File: src/rtl/multicycle_controller.sv
// Control FSM for the multicycle MIPS datapath: sequences fetch/decode/execute/memory/writeback,
// drives every datapath select and enable, and counts retired instructions.
module multicycle_controller #(
    parameter int CNT_W = 16
) (
    input  logic             clk,
    input  logic             rst_n,
    input  logic [5:0]       opcode,
    input  logic [5:0]       funct,
    input  logic             zero,
    output logic             pcEn,
    output logic             iord,
    output logic             memWrite,
    output logic             irWrite,
    output logic             regWrite,
    output logic             regdst,
    output logic             memtoReg,
    output logic             aluSrcA,
    output logic [1:0]       aluSrcB,
    output logic             immZext,
    output logic [1:0]       pcSrc,
    output logic [2:0]       aluControl,
    output logic             illegal,
    output logic [3:0]       state,
    output logic [CNT_W-1:0] retired
);

    typedef enum logic [3:0] {
        FETCH    = 4'd0,
        DECODE   = 4'd1,
        MEMADR   = 4'd2,
        MEMREAD  = 4'd3,
        MEMWB    = 4'd4,
        MEMWRITE = 4'd5,
        EXECUTE  = 4'd6,
        ALUWB    = 4'd7,
        BRANCH   = 4'd8,
        IEXEC    = 4'd9,
        IWB      = 4'd10,
        JUMP     = 4'd11
    } state_t;

    state_t           state_q;
    state_t           state_d;
    logic [CNT_W-1:0] retired_q;

    logic pc_write;
    logic branch;
    logic mem_write_raw;
    logic ir_write_raw;
    logic reg_write_raw;
    logic illegal_raw;
    logic retire;

    always_ff @(posedge clk) begin
        if (!rst_n) begin
            state_q   <= FETCH;
            retired_q <= '0;
        end else begin
            state_q <= state_d;
            if (retire) begin
                retired_q <= retired_q + CNT_W'(1);
            end
        end
    end

    always_comb begin
        state_d       = FETCH;
        iord          = 1'b0;
        regdst        = 1'b0;
        memtoReg      = 1'b0;
        aluSrcA       = 1'b0;
        aluSrcB       = 2'b00;
        immZext       = 1'b0;
        pcSrc         = 2'b00;
        aluControl    = 3'b000;
        pc_write      = 1'b0;
        branch        = 1'b0;
        mem_write_raw = 1'b0;
        ir_write_raw  = 1'b0;
        reg_write_raw = 1'b0;
        illegal_raw   = 1'b0;
        retire        = 1'b0;
        case (state_q)
            FETCH: begin
                aluSrcB      = 2'b01;
                aluControl   = 3'b010;
                ir_write_raw = 1'b1;
                pc_write     = 1'b1;
                state_d      = DECODE;
            end
            DECODE: begin
                // ALU precomputes the branch target into ALUOut while the opcode is decoded
                aluSrcB    = 2'b11;
                aluControl = 3'b010;
                case (opcode)
                    6'b100011, 6'b101011: state_d = MEMADR;
                    6'b000000: begin
                        case (funct)
                            6'b100000, 6'b100010, 6'b100100,
                            6'b100101, 6'b101010: state_d = EXECUTE;
                            default:              illegal_raw = 1'b1;
                        endcase
                    end
                    6'b000100:                               state_d = BRANCH;
                    6'b001000, 6'b001100, 6'b001101, 6'b001010: state_d = IEXEC;
                    6'b000010:                               state_d = JUMP;
                    default:                                 illegal_raw = 1'b1;
                endcase
            end
            MEMADR: begin
                aluSrcA    = 1'b1;
                aluSrcB    = 2'b10;
                aluControl = 3'b010;
                state_d    = (opcode == 6'b100011) ? MEMREAD : MEMWRITE;
            end
            MEMREAD: begin
                iord    = 1'b1;
                state_d = MEMWB;
            end
            MEMWB: begin
                memtoReg      = 1'b1;
                reg_write_raw = 1'b1;
                retire        = 1'b1;
            end
            MEMWRITE: begin
                iord          = 1'b1;
                mem_write_raw = 1'b1;
                retire        = 1'b1;
            end
            EXECUTE: begin
                aluSrcA = 1'b1;
                case (funct)
                    6'b100010: aluControl = 3'b110;
                    6'b100100: aluControl = 3'b000;
                    6'b100101: aluControl = 3'b001;
                    6'b101010: aluControl = 3'b111;
                    default:   aluControl = 3'b010;
                endcase
                state_d = ALUWB;
            end
            ALUWB: begin
                regdst        = 1'b1;
                reg_write_raw = 1'b1;
                retire        = 1'b1;
            end
            BRANCH: begin
                aluSrcA    = 1'b1;
                aluControl = 3'b110;
                pcSrc      = 2'b01;
                branch     = 1'b1;
                retire     = 1'b1;
            end
            IEXEC: begin
                aluSrcA = 1'b1;
                aluSrcB = 2'b10;
                case (opcode)
                    6'b001100: begin aluControl = 3'b000; immZext = 1'b1; end
                    6'b001101: begin aluControl = 3'b001; immZext = 1'b1; end
                    6'b001010: aluControl = 3'b111;
                    default:   aluControl = 3'b010;
                endcase
                state_d = IWB;
            end
            IWB: begin
                reg_write_raw = 1'b1;
                retire        = 1'b1;
            end
            JUMP: begin
                pcSrc    = 2'b10;
                pc_write = 1'b1;
                retire   = 1'b1;
            end
            default: state_d = FETCH;
        endcase
    end

    // Enables are gated by reset so an aborted instruction can never write anything
    assign pcEn     = rst_n & (pc_write | (branch & zero));
    assign memWrite = rst_n & mem_write_raw;
    assign irWrite  = rst_n & ir_write_raw;
    assign regWrite = rst_n & reg_write_raw;
    assign illegal  = rst_n & illegal_raw;
    assign state    = state_q;
    assign retired  = retired_q;

endmodule

File: config.mk
export PLATFORM = sky130hd
export DESIGN_NAME = multicycle_controller
export DESIGN_NICKNAME = d
export VERILOG_FILES = /design/src/rtl/multicycle_controller.sv
export SDC_FILE = /design/constraint.sdc
export NUM_CORES = 1
export LEC_CHECK = 0
export CAP_MARGIN = 20
export CORE_MARGIN = 10
export CORE_UTILIZATION = 48
export DETAILED_ROUTE_END_ITERATION = 10
export GPL_TIMING_DRIVEN = 0
export PLACE_DENSITY_LB_ADDON = 0.1
export SETUP_SLACK_MARGIN = 0.05
export SLEW_MARGIN = 20
export SYNTH_ARGS = -nofsm -noshare
export SYNTH_HDL_FRONTEND = slang
export SYNTH_SLANG_ARGS = --single-unit
File: constraint.sdc
create_clock -name clk -period 3.9 [get_ports clk]
set_input_delay 0.78 -clock clk [delete_from_list [all_inputs] [get_ports clk]]
set_output_delay 0.78 -clock clk [all_outputs]
set_load 0.005 [all_outputs]
==> metrics.cfg <==
[global_routing]
grt_pass1_wl_mm = 6.76
grt_pass1_vias = 1457
grt_usage = 0.148
grt-ovfl-total = 0
grt_max_degree = 11
antenna_found_initial = 0

[flow_run]
drv_cap = 0

[timing]
setup-violations-final = 0
rsz0062_at_grt = no
hold_violations = 0
tightest_slew_ns = 0.437
fmax_mhz = 276
whs_ns = 0.482
skew_ns = 0.00291
finalSetupTns_ns = 0
relSlewSlack = 0.709
timing.final.crit_share = 0.928
period_minus_slack_ns = 3.62
slew_viol_final = 0

[power_and_ir_drop]
p_per_area_nw_per_um2 = 192
p_leak_nw = 0.672
ir_drop_uv = 175

[setup_path]
r2r_cells = 5
critical_path_buf_inv_count = 2
r2r-end = retired[13]$_SDFFE_PN0P_
path_cells = clkdlybuf4s50_1 -> nor2b_1 -> or4b_1 -> o22ai_1 -> or3_1 -> clkdlybuf4s50_1
start_kind = input port
crit_family = buffers and inverters
cp_common_cell = clkdlybuf4s50_1
crit_arrival_ns = 2.84
slowest_stage = or4b_1
cp_slowest_stage_delay_ns = 0.52
rr_startpoint = state[0]$_SDFF_PN0_
worst_setup_path_end_kind = output pin
crit_required_ns = 3.12
reg2reg_slack_ns = 2.10
crit_fanout = 3
setup.worst_path.class = in -> out

[synth]
ys_types = 46
ys_seq_area_frac = 0.281
synth-edff-count = 0
yosysWarningCount = 0
synth_nets = 205
syn_inst = 189
ys_ff_latch = 20
ys.flop_type = dfxtp_1
async_reset_ff_frac = 0
syn_area_per_cell_um2 = 7.53
syn_area_um2 = 1420

[clock_network]
postCtsSetupBuffers = 0
clkTransAtPathRegs_ns = 0.11
clock_path_buffers = 2
cts_buffers = 3
ctsHoldBuffers = 0
clock_latency_ns = 0.30
htreeDepth = 1
cts-root-buf = clkbuf_4
cts_tree = done
cts_resized = 0
cts_sinks = 20

[cells_and_area]
antennaDiodeCount = 0
area_growth_pct = 39.5
layout.nets = 260
drive_above_1_share = 0.0537
fillers = 233
final_area_um2 = 1980

[placement]
dpl_cell_area_um2 = 1960
dp_hpwl_mm = 3.28
io_buffers = 50
routabilityCongestion = 0.865

[min_path]
worstHoldStart = retired[15]$_SDFFE_PN0P_
hold_class = reg -> reg
min_path_cells = 2
hold_end = retired[15]$_SDFFE_PN0P_

[drt]
ant_nets = 0
drc = 0
wl_mm = 4.11
vias = 1563
wire_per_inst_um = 15.0
dr.first_iter.drc_count = 111
drt_first_pass_iters = 4
routed_via_density = 5.73

[floorplan]
dieHeight_um = 74.4
start_util = 0.507
row_count = 19
ios = 52
die_w_um = 74.4
die-area_um2 = 5540
core_um2 = 2810

[outcome]
status = finished, final reports clean

==> where the power goes <==
group          switching (mW)  leakage [nW]  total (mW)  internal, mW
Combinational          0.0364         0.496      0.0747        0.0383
Sequential            0.00303         0.161       0.209         0.206
Clock                  0.0611        0.0138      0.0971        0.0360
Total                   0.101         0.672       0.381         0.280
==> layer usage <==
layer,routed length (um),track usage,vias up
met5,0,0,-
met3,416,0.0585,2
met2,1870,0.241,52
li1,-,-,789
met4,14,0.0273,0
met1,1800,0.182,720
==> kinds of logic (layout without fill, tap and decap cells) <==
| family | after synthesis | count (layout) | synth area share |
|---|---|---|---|
| muxes | 4 | 4 | 0.0299 |
| adders and majority gates | 1 | 1 | 0.00879 |
| DFF | 20 | 20 | 0.281 |
| xor gates and xnor gates | 12 | 12 | 0.0739 |
| and+or+nand+nor | 103 | 103 | 0.396 |
| buffers and inverters | 14 | 67 | 0.0369 |
| AOI/OAI and AO/OA | 35 | 35 | 0.173 |
==> cell type report <==
cell class,instances,area [um^2],area share
well taps,31,38.8,0.0195
plain buffers,10,37.5,0.0189
inverters,4,15.0,0.00757
multi-input cells,155,970,0.489
flip-flops and latches,20,400,0.202
clock buffers,3,22.5,0.0113
repair buffers,50,500,0.252
==> worst max-delay path by stage <==
| stage | start | endpoint | slack (ns) | depth (start not counted) |
|---|---|---|---|---|
| 6_report | funct[5] | aluControl[1] | 0.28 | 6 |
| 5_1_grt | opcode[2] | illegal | 0.22 | 7 |
| 4_1_cts | funct[5] | aluControl[1] | 0.32 | 6 |
| 3_5_place_dp | funct[5] | aluControl[1] | 0.33 | 6 |
| 3_3_place_gp | funct[5] | aluControl[1] | 0.33 | 6 |
| 2_1_floorplan | funct[5] | aluControl[1] | 1.36 | 4 |
==> synth_stat cells (3+ instances only) <==
master | count | share of area
nand2_1 | 22 | 0.058
dfxtp_1 | 20 | 0.28
nor2_1 | 15 | 0.040
and2_1 | 11 | 0.048
xnor2_1 | 11 | 0.068
clkbuf_1 | 10 | 0.026
nand4_1 | 10 | 0.044
nand2b_1 | 9 | 0.040
nor3_1 | 9 | 0.032
o21ai_0 | 7 | 0.025
nor2b_1 | 5 | 0.022
a21oi_1 | 4 | 0.014
inv_1 | 4 | 0.011
nand3_1 | 4 | 0.014
a21o_1 | 3 | 0.016
a221oi_1 | 3 | 0.018
nor3b_1 | 3 | 0.016
nor4_1 | 3 | 0.013
o31ai_1 | 3 | 0.016
==> worst reg2reg max path, delay by kind of cell (launching register included) <==
kind,cells,cell delay (ns)
simple gates,3,0.94
flops,1,0.48
compound gates,2,0.33
==> flip-flops by register name, summed over array words and instances (netlist names) <==
register	cells
state	4
retired	16
==> per-stage QoR <==
| step | total power, mW | setup WS, ns | util | instances |
|---|---|---|---|---|
| 6_report | 0.381 | 0.280 | 0.707 | 273 |
| 5_1_grt | 0.398 | 0.216 | 0.707 | 273 |
| 4_1_cts | 0.383 | 0.320 | 0.707 | 273 |
| 3_5_place_dp | 0.288 | 0.332 | 0.699 | 270 |
| 3_3_place_gp | 0.286 | 0.327 | 0.699 | 270 |
| 2_1_floorplan | 0.247 | 1.36 | - | 189 |
==> cells in the final DEF (no fill, tap or decap), types with 2 or more instances in the layout <==
master	instances
a21boi_1	2
a21o_1	3
a21oi_1	4
a221oi_1	3
and2_1	11
and4_4	2
clkbuf_1	10
clkbuf_4	3
clkdlybuf4s50_1	50
dfxtp_1	20
inv_1	4
mux2_2	2
mux2i_1	2
nand2_1	22
nand2b_1	9
nand3_1	4
nand4_1	10
nor2_1	15
nor2b_1	5
nor3_1	9
nor3b_1	3
nor4_1	3
o211ai_1	2
o21ai_0	7
o22ai_1	2
o31ai_1	3
xnor2_1	11
Power figures use the tool's default switching activity.
